[config.mk]
export PLATFORM = sky130hd
export DESIGN_NAME = load_store_unit
export DESIGN_NICKNAME = d
export VERILOG_FILES = /design/src/rtl/load_store_unit.sv
export SDC_FILE = /design/constraint.sdc
export NUM_CORES = 1
export LEC_CHECK = 0
export BUFFER_PORTS_ARGS = -buffer_cell sky130_fd_sc_hd__buf_2
export CAP_MARGIN = 30
export CORE_ASPECT_RATIO = 1.2
export CORE_UTILIZATION = 41
export DETAILED_ROUTE_END_ITERATION = 10
export PLACE_DENSITY_LB_ADDON = 0.3
export SETUP_SLACK_MARGIN = 0.2
export SYNTH_ARGS = -nofsm -noshare
export SYNTH_HDL_FRONTEND = slang
export SYNTH_SLANG_ARGS = --single-unit
[constraint.sdc]
create_clock -name clk -period 2 [get_ports clk]
set_input_delay 0.3 -clock clk [delete_from_list [all_inputs] [get_ports clk]]
set_output_delay 0.3 -clock clk [all_outputs]
set_load 0.05 [all_outputs]
[src/rtl/load_store_unit.sv]
// MEM-stage load/store unit: byte-addressed loads/stores onto a word-indexed memory.
// Sub-word stores use a two-cycle read-modify-write that stalls the pipeline one cycle.
module load_store_unit #(
  parameter int unsigned WORD_ADDR_BITS = 10
) (
  input  logic        clk,
  input  logic        rst,
  input  logic        memRead,
  input  logic        memWrite,
  input  logic [2:0]  funct3,
  input  logic [31:0] addr,
  input  logic [31:0] writeData,
  output logic [31:0] readData,
  output logic        stall,
  output logic        fault,
  output logic        mm_memRead,
  output logic        mm_memWrite,
  output logic [31:0] mm_addr,
  output logic [31:0] mm_writeData,
  input  logic [31:0] mm_data
);

  localparam int unsigned PadBits = 32 - WORD_ADDR_BITS;

  typedef enum logic [0:0] {StIdle, StRmwWr} state_e;

  state_e                    state_q, state_d;
  logic [31:0]               merge_q, merge_d;
  logic [WORD_ADDR_BITS-1:0] waddr_q, waddr_d;

  logic [WORD_ADDR_BITS-1:0] word_idx;
  logic [7:0]                ld_byte;
  logic [15:0]               ld_half;
  logic [31:0]               merged;
  logic                      misalign, bad_load, bad_store, req_fault;
  logic                      unused_addr;

  // Upper address bits alias onto the implemented word range.
  assign word_idx    = addr[WORD_ADDR_BITS+1:2];
  assign unused_addr = ^addr[31:WORD_ADDR_BITS+2];

  assign ld_byte = mm_data[{addr[1:0], 3'b000} +: 8];
  assign ld_half = addr[1] ? mm_data[31:16] : mm_data[15:0];

  assign misalign  = ((funct3[1:0] == 2'b01) && addr[0]) ||
                     ((funct3 == 3'b010) && (addr[1:0] != 2'b00));
  assign bad_load  = memRead && ((funct3 == 3'b011) || (funct3[2:1] == 2'b11));
  assign bad_store = memWrite && (funct3[2] || (funct3[1:0] == 2'b11));
  assign req_fault = (memRead && memWrite) || bad_load || bad_store ||
                     ((memRead || memWrite) && misalign);

  always_comb begin
    merged = mm_data;
    if (funct3[1:0] == 2'b00) begin
      merged[{addr[1:0], 3'b000} +: 8] = writeData[7:0];
    end else begin
      merged[{addr[1], 4'b0000} +: 16] = writeData[15:0];
    end
  end

  always_comb begin
    readData     = 32'h0;
    stall        = 1'b0;
    fault        = 1'b0;
    mm_memRead   = 1'b0;
    mm_memWrite  = 1'b0;
    mm_addr      = 32'h0;
    mm_writeData = 32'h0;
    state_d      = state_q;
    merge_d      = merge_q;
    waddr_d      = waddr_q;
    if (!rst) begin
      unique case (state_q)
        StIdle: begin
          if (req_fault) begin
            fault = 1'b1;
          end else if (memRead) begin
            mm_memRead = 1'b1;
            mm_addr    = {{PadBits{1'b0}}, word_idx};
            case (funct3)
              3'b000:  readData = {{24{ld_byte[7]}}, ld_byte};
              3'b001:  readData = {{16{ld_half[15]}}, ld_half};
              3'b010:  readData = mm_data;
              3'b100:  readData = {24'h0, ld_byte};
              3'b101:  readData = {16'h0, ld_half};
              default: readData = 32'h0;
            endcase
          end else if (memWrite) begin
            mm_addr = {{PadBits{1'b0}}, word_idx};
            if (funct3 == 3'b010) begin
              mm_memWrite  = 1'b1;
              mm_writeData = writeData;
            end else begin
              // Read phase of the RMW: capture merged word, write it next cycle.
              mm_memRead = 1'b1;
              stall      = 1'b1;
              merge_d    = merged;
              waddr_d    = word_idx;
              state_d    = StRmwWr;
            end
          end
        end
        StRmwWr: begin
          mm_memWrite  = 1'b1;
          mm_addr      = {{PadBits{1'b0}}, waddr_q};
          mm_writeData = merge_q;
          state_d      = StIdle;
        end
      endcase
    end
  end

  always_ff @(posedge clk or posedge rst) begin
    if (rst) begin
      state_q <= StIdle;
      merge_q <= 32'h0;
      waddr_q <= '0;
    end else begin
      state_q <= state_d;
      merge_q <= merge_d;
      waddr_q <= waddr_d;
    end
  end

endmodule

After elaboration in Yosys (flattened, before gate mapping)

Cells that the tools add are included.

$add $sub $neg: 2
$mul: 0
Div/mod/pow operators: 0
$lt $le $gt $ge: 0
Equal/unequal tests: 8
Shifts and indexed selects: 5
Mux-type cells: 40
Bitwise logic cells: 5
Reduce and logical (&&, ||, !) cells: 17

Operators with widths:

| cell                                                   | number |
|---|---|
| two-way mux 32 bit                                     | 11 |
| one-hot mux 32 bit (5 select lines)                    | 1 |
| one-hot mux 32 bit (2 select lines)                    | 2 |
| bitwise mux 32 bit                                     | 2 |
| variable shift 16 x 7 -> 32 bit (first input constant) | 1 |
| variable shift 8 x 7 -> 32 bit (first input constant)  | 1 |
| variable part select 16 x 7 -> 32 bit                  | 1 |
| variable part select 32 x 6 -> 8 bit                   | 1 |
| variable part select 8 x 7 -> 32 bit                   | 1 |
| two-way mux 10 bit                                     | 3 |
| two-way mux 1 bit                                      | 18 |
| two-way mux 16 bit                                     | 1 |
| negator 5 -> 7 bit                                     | 2 |
| logical OR 1 bit                                       | 7 |
| equality test 3 x 2 -> 1 bit (second input constant)   | 2 |
| equality test 3 bit (second input constant)            | 2 |
| logical AND 1 bit                                      | 6 |
| AND reduction 6 bit                                    | 1 |
| NOT 1 bit                                              | 5 |
| equality test 2 bit (second input constant)            | 2 |
| one-hot mux 1 bit (2 select lines)                     | 2 |
| equality test 3 x 1 -> 1 bit (second input constant)   | 1 |
| zero test 3 bit                                        | 1 |
| equality test 2 x 1 -> 1 bit (second input constant)   | 1 |
| other kinds (2)                                        | 2 |

Bits in registers: 43
Bits in latches: 0
Bits in writable memories: 0
Memory bits (read-only): 0
Input port bits: 103
Output and inout bits: 100
Word-level logic and storage cells: 80
Memories: 0

Longest topological paths before layout

Depth in word-level cells: 9
Depth in mapped cells: 8

Least setup slack after synthesis

No wires, ideal clock.

Path type: input -> output
From: input port addr[0]
To: output port mm_memRead
Data arrival time: 2642 ps
Data required time: 1700 ps
Setup slack: -942 ps
Stages: 6
Path buffers: 1
Cells stage by stage: clkbuf_1 > inv_1 > ha_1 > o21ai_2 > a21o_1 > nor4_1

Cells in the longest elaborated chain, start to end: 8
Elaborated cells between the ends (all ways): 9
Those cells by class: mux (3); reduce/logical (6)

RTL lines:

| element               | RTL line | source |
|---|---|---|
| start, declared       | 11       | `input logic [31:0] addr,` |
| nonzero test 2 bit    | 46       | `((funct3 == 3'b010) && (addr[1:0] != 2'b00));` |
| logical AND 1 bit     | 46       |  |
| logical OR 1 bit (*)  | 45       | `assign misalign = ((funct3[1:0] == 2'b01) && addr[0]) \|\|` |
| logical AND 1 bit (*) | 50       | `((memRead \|\| memWrite) && misalign);` |
| logical OR 1 bit (*)  | 49       | `assign req_fault = (memRead && memWrite) \|\| bad_load \|\| bad_store \|\|` |
| two-way mux 1 bit (*) | 75       | `if (req_fault) begin` |
| two-way mux 1 bit (*) | 73       | `unique case (state_q)` |
| two-way mux 1 bit (*) | 72       | `if (!rst) begin` |
| end, declared         | 16       | `output logic mm_memRead,` |

Every way passes the cells marked *; elsewhere a longest branch is shown, timed or not.

Worst setup path in the final report

From: register state_q
To: output port readData[19]

Cells in the longest elaborated chain, start to end: 2

RTL lines:

| element                | RTL line | source |
|---|---|---|
| start, declared        | 27       | `state_e state_q, state_d;` |
| start signal, assigned | 115      | `state_q <= StIdle;` |
| start signal, assigned | 119      | `state_q <= state_d;` |
| two-way mux 32 bit     | 73       |  |
| two-way mux 32 bit     | 72       |  |
| end, declared          | 13       | `output logic [31:0] readData,` |

No other way between the ends.

==> results.cfg <==
[outcome]
status = finished with violations
violations = negative setup slack

[min_path]
min_path_type = in -> reg

[logic_synthesis]
synth_common_cells = nor2_1, mux2i_1, dfrtp_1
synth_top_area_share_pct = 25.4
syn_area_per_cell_um2 = 9.12
yosysWarnings = 0
synthCells = 465
synth_top_flop_cell = dfrtp_1
ys_seq_elements = 43
async_reset_ff_share_pct = 100
syn_area_mm2 = 0.00424
synth.yosys.seq_area_share_pct = 25.4
yosysTopAreaCell = dfrtp_1
synth.area.top_cells = dfrtp_1, mux2_4, mux2i_1
yosysMostFrequentCell = nor2_1
synth-edff-count = 0
ys_types = 51

[sta]
relSlewSlack_pct = 60.9
final-setup-viol-count = 72
max_freq_ghz = 0.433
hold_viol_final = 0
rsz0062_at_grt = yes
fin_worst_skew_ns = 0.00525
finalSetupTns_ns = -11.49
tightest_slew_ns = 0.586
timing.final.ws_setup_ns = -0.308
slew_violations = 0
layout_min_cycle_time_ns = 2.31
post-route-period-util_pct = 115

[clock_tree]
htreeDepth = 2
cts_tree = built
cts_sinks = 43
clk-insertion-delay-late_ns = 0.28
root_buffer = clkbuf_16
clock_path_buffers = 2
cts_buffers = 5
clkTransAtPathRegs_ns = 0.06

[critical_path]
worstPathMaxFanout = 10
reg2reg_from = state_q
arrival_ns = 2.01
cpMostUsedCell = buf_6
cp-end-kind = primary output
r2r_slack_ns = 0.13
crit_type = reg -> out
critical_path_buf_inv_count = 3
reg2reg_depth = 9
cp.depth = 7
crit_chain = nor2_4, buf_6, o211ai_1, or3_4, buf_16, a21oi_4, buf_6
cp_top_family = simple AND/OR/NAND/NOR gates
startpoint_type = register
crit_path_end = readData[19]
max_stage_delay_ns = 0.44
required_ns = 1.70
crit_slowest_cell = or3_4
worstReg2RegEnd = merge_q[22]
startpoint = state_q

[cells_and_area]
postLayoutCoreUtil_pct = 74.7
fin_area_mm2 = 0.00751
drive_gt1_share_pct = 61.9
diodes = 0
syn2layout_area_growth_pct = 77.1
nets = 790

[pwr]
power_density_mw_per_mm2 = 539
p_leak_nw = 3.21
ir_drop_v = 0.000413

[global_routing]
grt_pass1_vias = 4693
grt_max_degree = 45
antenna_found_initial = 0
grt_overflow = 0
grt_pass1_wl_mm = 24.4
grt_use_total_pct = 29.3

[drt]
vias = 4641
drc = 0
ant_nets = 0
first_pass_iters = 8
wl_per_cell_um = 19.7
viasPerCell = 5.74
wirelength_mm = 15.9
drt-initial-drc-count = 363

[floorplanning]
fp.dieW_um = 94.9
top_level_ports = 203
chipHeight_um = 113
initial_core_util_pct = 42.2
fp-row-count = 40
dieArea_mm2 = 0.0108
core_mm2 = 0.0101

[place]
dp_hpwl_mm = 10.8
post_dp_cell_area_mm2 = 0.00619
io_buffer_count = 160
gp_congestion = 0.895

[job]
cap_viol_max_count = 0
[per-layer routing]
| layer | up-vias | track usage [%] | routed length [um] |
|---|---|---|---|
| li1 | 2124 | - | - |
| met4 | 0 | 9.39 | 394 |
| met2 | 224 | 51.5 | 8130 |
| met5 | - | 0 | 0 |
| met3 | 30 | 3.20 | 818 |
| met1 | 2263 | 37.2 | 6540 |
[final cells by class]
type,instances,area (um2)
clock inverter,1,5.00
sequential,43,1080
timing repair buffer,247,2400
tap,126,158
inverter,7,42.5
multi-input combinational,378,3690
fill,687,2550
clock buffer,6,139
[metrics by stage]
stage               setup slack (ns)  std cells  hold slack, ns  power (W)
CTS                           -0.286        805           0.263    0.00400
finish                        -0.308        808           0.268    0.00405
global placement              -0.455        766           0.489    0.00292
global route                  -0.340        808           0.270    0.00421
floorplan                     -0.305        486           0.313    0.00258
detailed placement            -0.351        767           0.495    0.00296
[cells by family (layout without fill, tap and decap cells)]
| family | count (synthesis) | count (layout) | synth area share (%) |
|---|---|---|---|
| buffers and inverters | 66 | 261 | 9.14 |
| other | 1 | 22 | 0.0884 |
| DFF | 43 | 43 | 25.4 |
| and+or+nand+nor | 135 | 135 | 15.1 |
| AOI/OAI and AO/OA | 115 | 116 | 20.1 |
| adders and majority gates | 5 | 5 | 1.47 |
| muxes | 100 | 100 | 28.7 |
[power breakdown]
group	internal, W	leakage, nW	switching, W
clock	0.000488	0.0727	0.000322
combinational	0.000938	2.62	0.000928
sequential	0.00116	0.524	0.000212
[timing repair]
item | in CTS | in global routing
setup endpoints to repair | 104 | 109
resized for setup | 207 | 22
gates cloned | 7 | 1
buffers inserted | 24 | 2
hold buffers | 0 | 0
pin swaps | 9 | 3
[worst min-delay path by stage]
| stage | depth (start not counted) | to | start | slack (ns) |
|---|---|---|---|---|
| floorplan | 1 | merge_q[0] | rst | 0.31 |
| global placement | 1 | merge_q[2] | merge_q[2] | 0.49 |
| detailed placement | 1 | waddr_q[1] | waddr_q[1] | 0.49 |
| CTS | 2 | waddr_q[7] | addr[9] | 0.26 |
| global route | 2 | waddr_q[2] | addr[4] | 0.27 |
| finish | 2 | waddr_q[1] | addr[3] | 0.27 |
[state kept, by name (all words and copies together) (netlist names)]
| register | flops |
|---|---|
| waddr_q | 10 |
| merge_q | 32 |
| state_q | 1 |
[placed cells by master (no fill, tap or decap), types with 3 or more instances in the layout]
cell       netlist  layout
buf_4           22      54
a22oi_1          7       7
mux2_2          12       8
a21oi_1         42      17
conb_1           1      22
nor2_1          56       5
mux2i_1         49      36
buf_6            6      81
clkbuf_16        0       6
mux2_4          38      42
buf_8            0      11
inv_1            7       3
a222oi_1         7       7
and3_1           8       8
buf_12           0      14
a221o_1         16      16
nor2_4           0      51
ha_1             5       4
mux2i_2          0      12
dfrtp_1         43      42
o31a_1          10      10
a221oi_1        16      16
a21oi_4          0      24
buf_16           0       8
and2_1          10       9
nand2_1         42      41
buf_2           10      78
(Power assumes the default switching activity.)
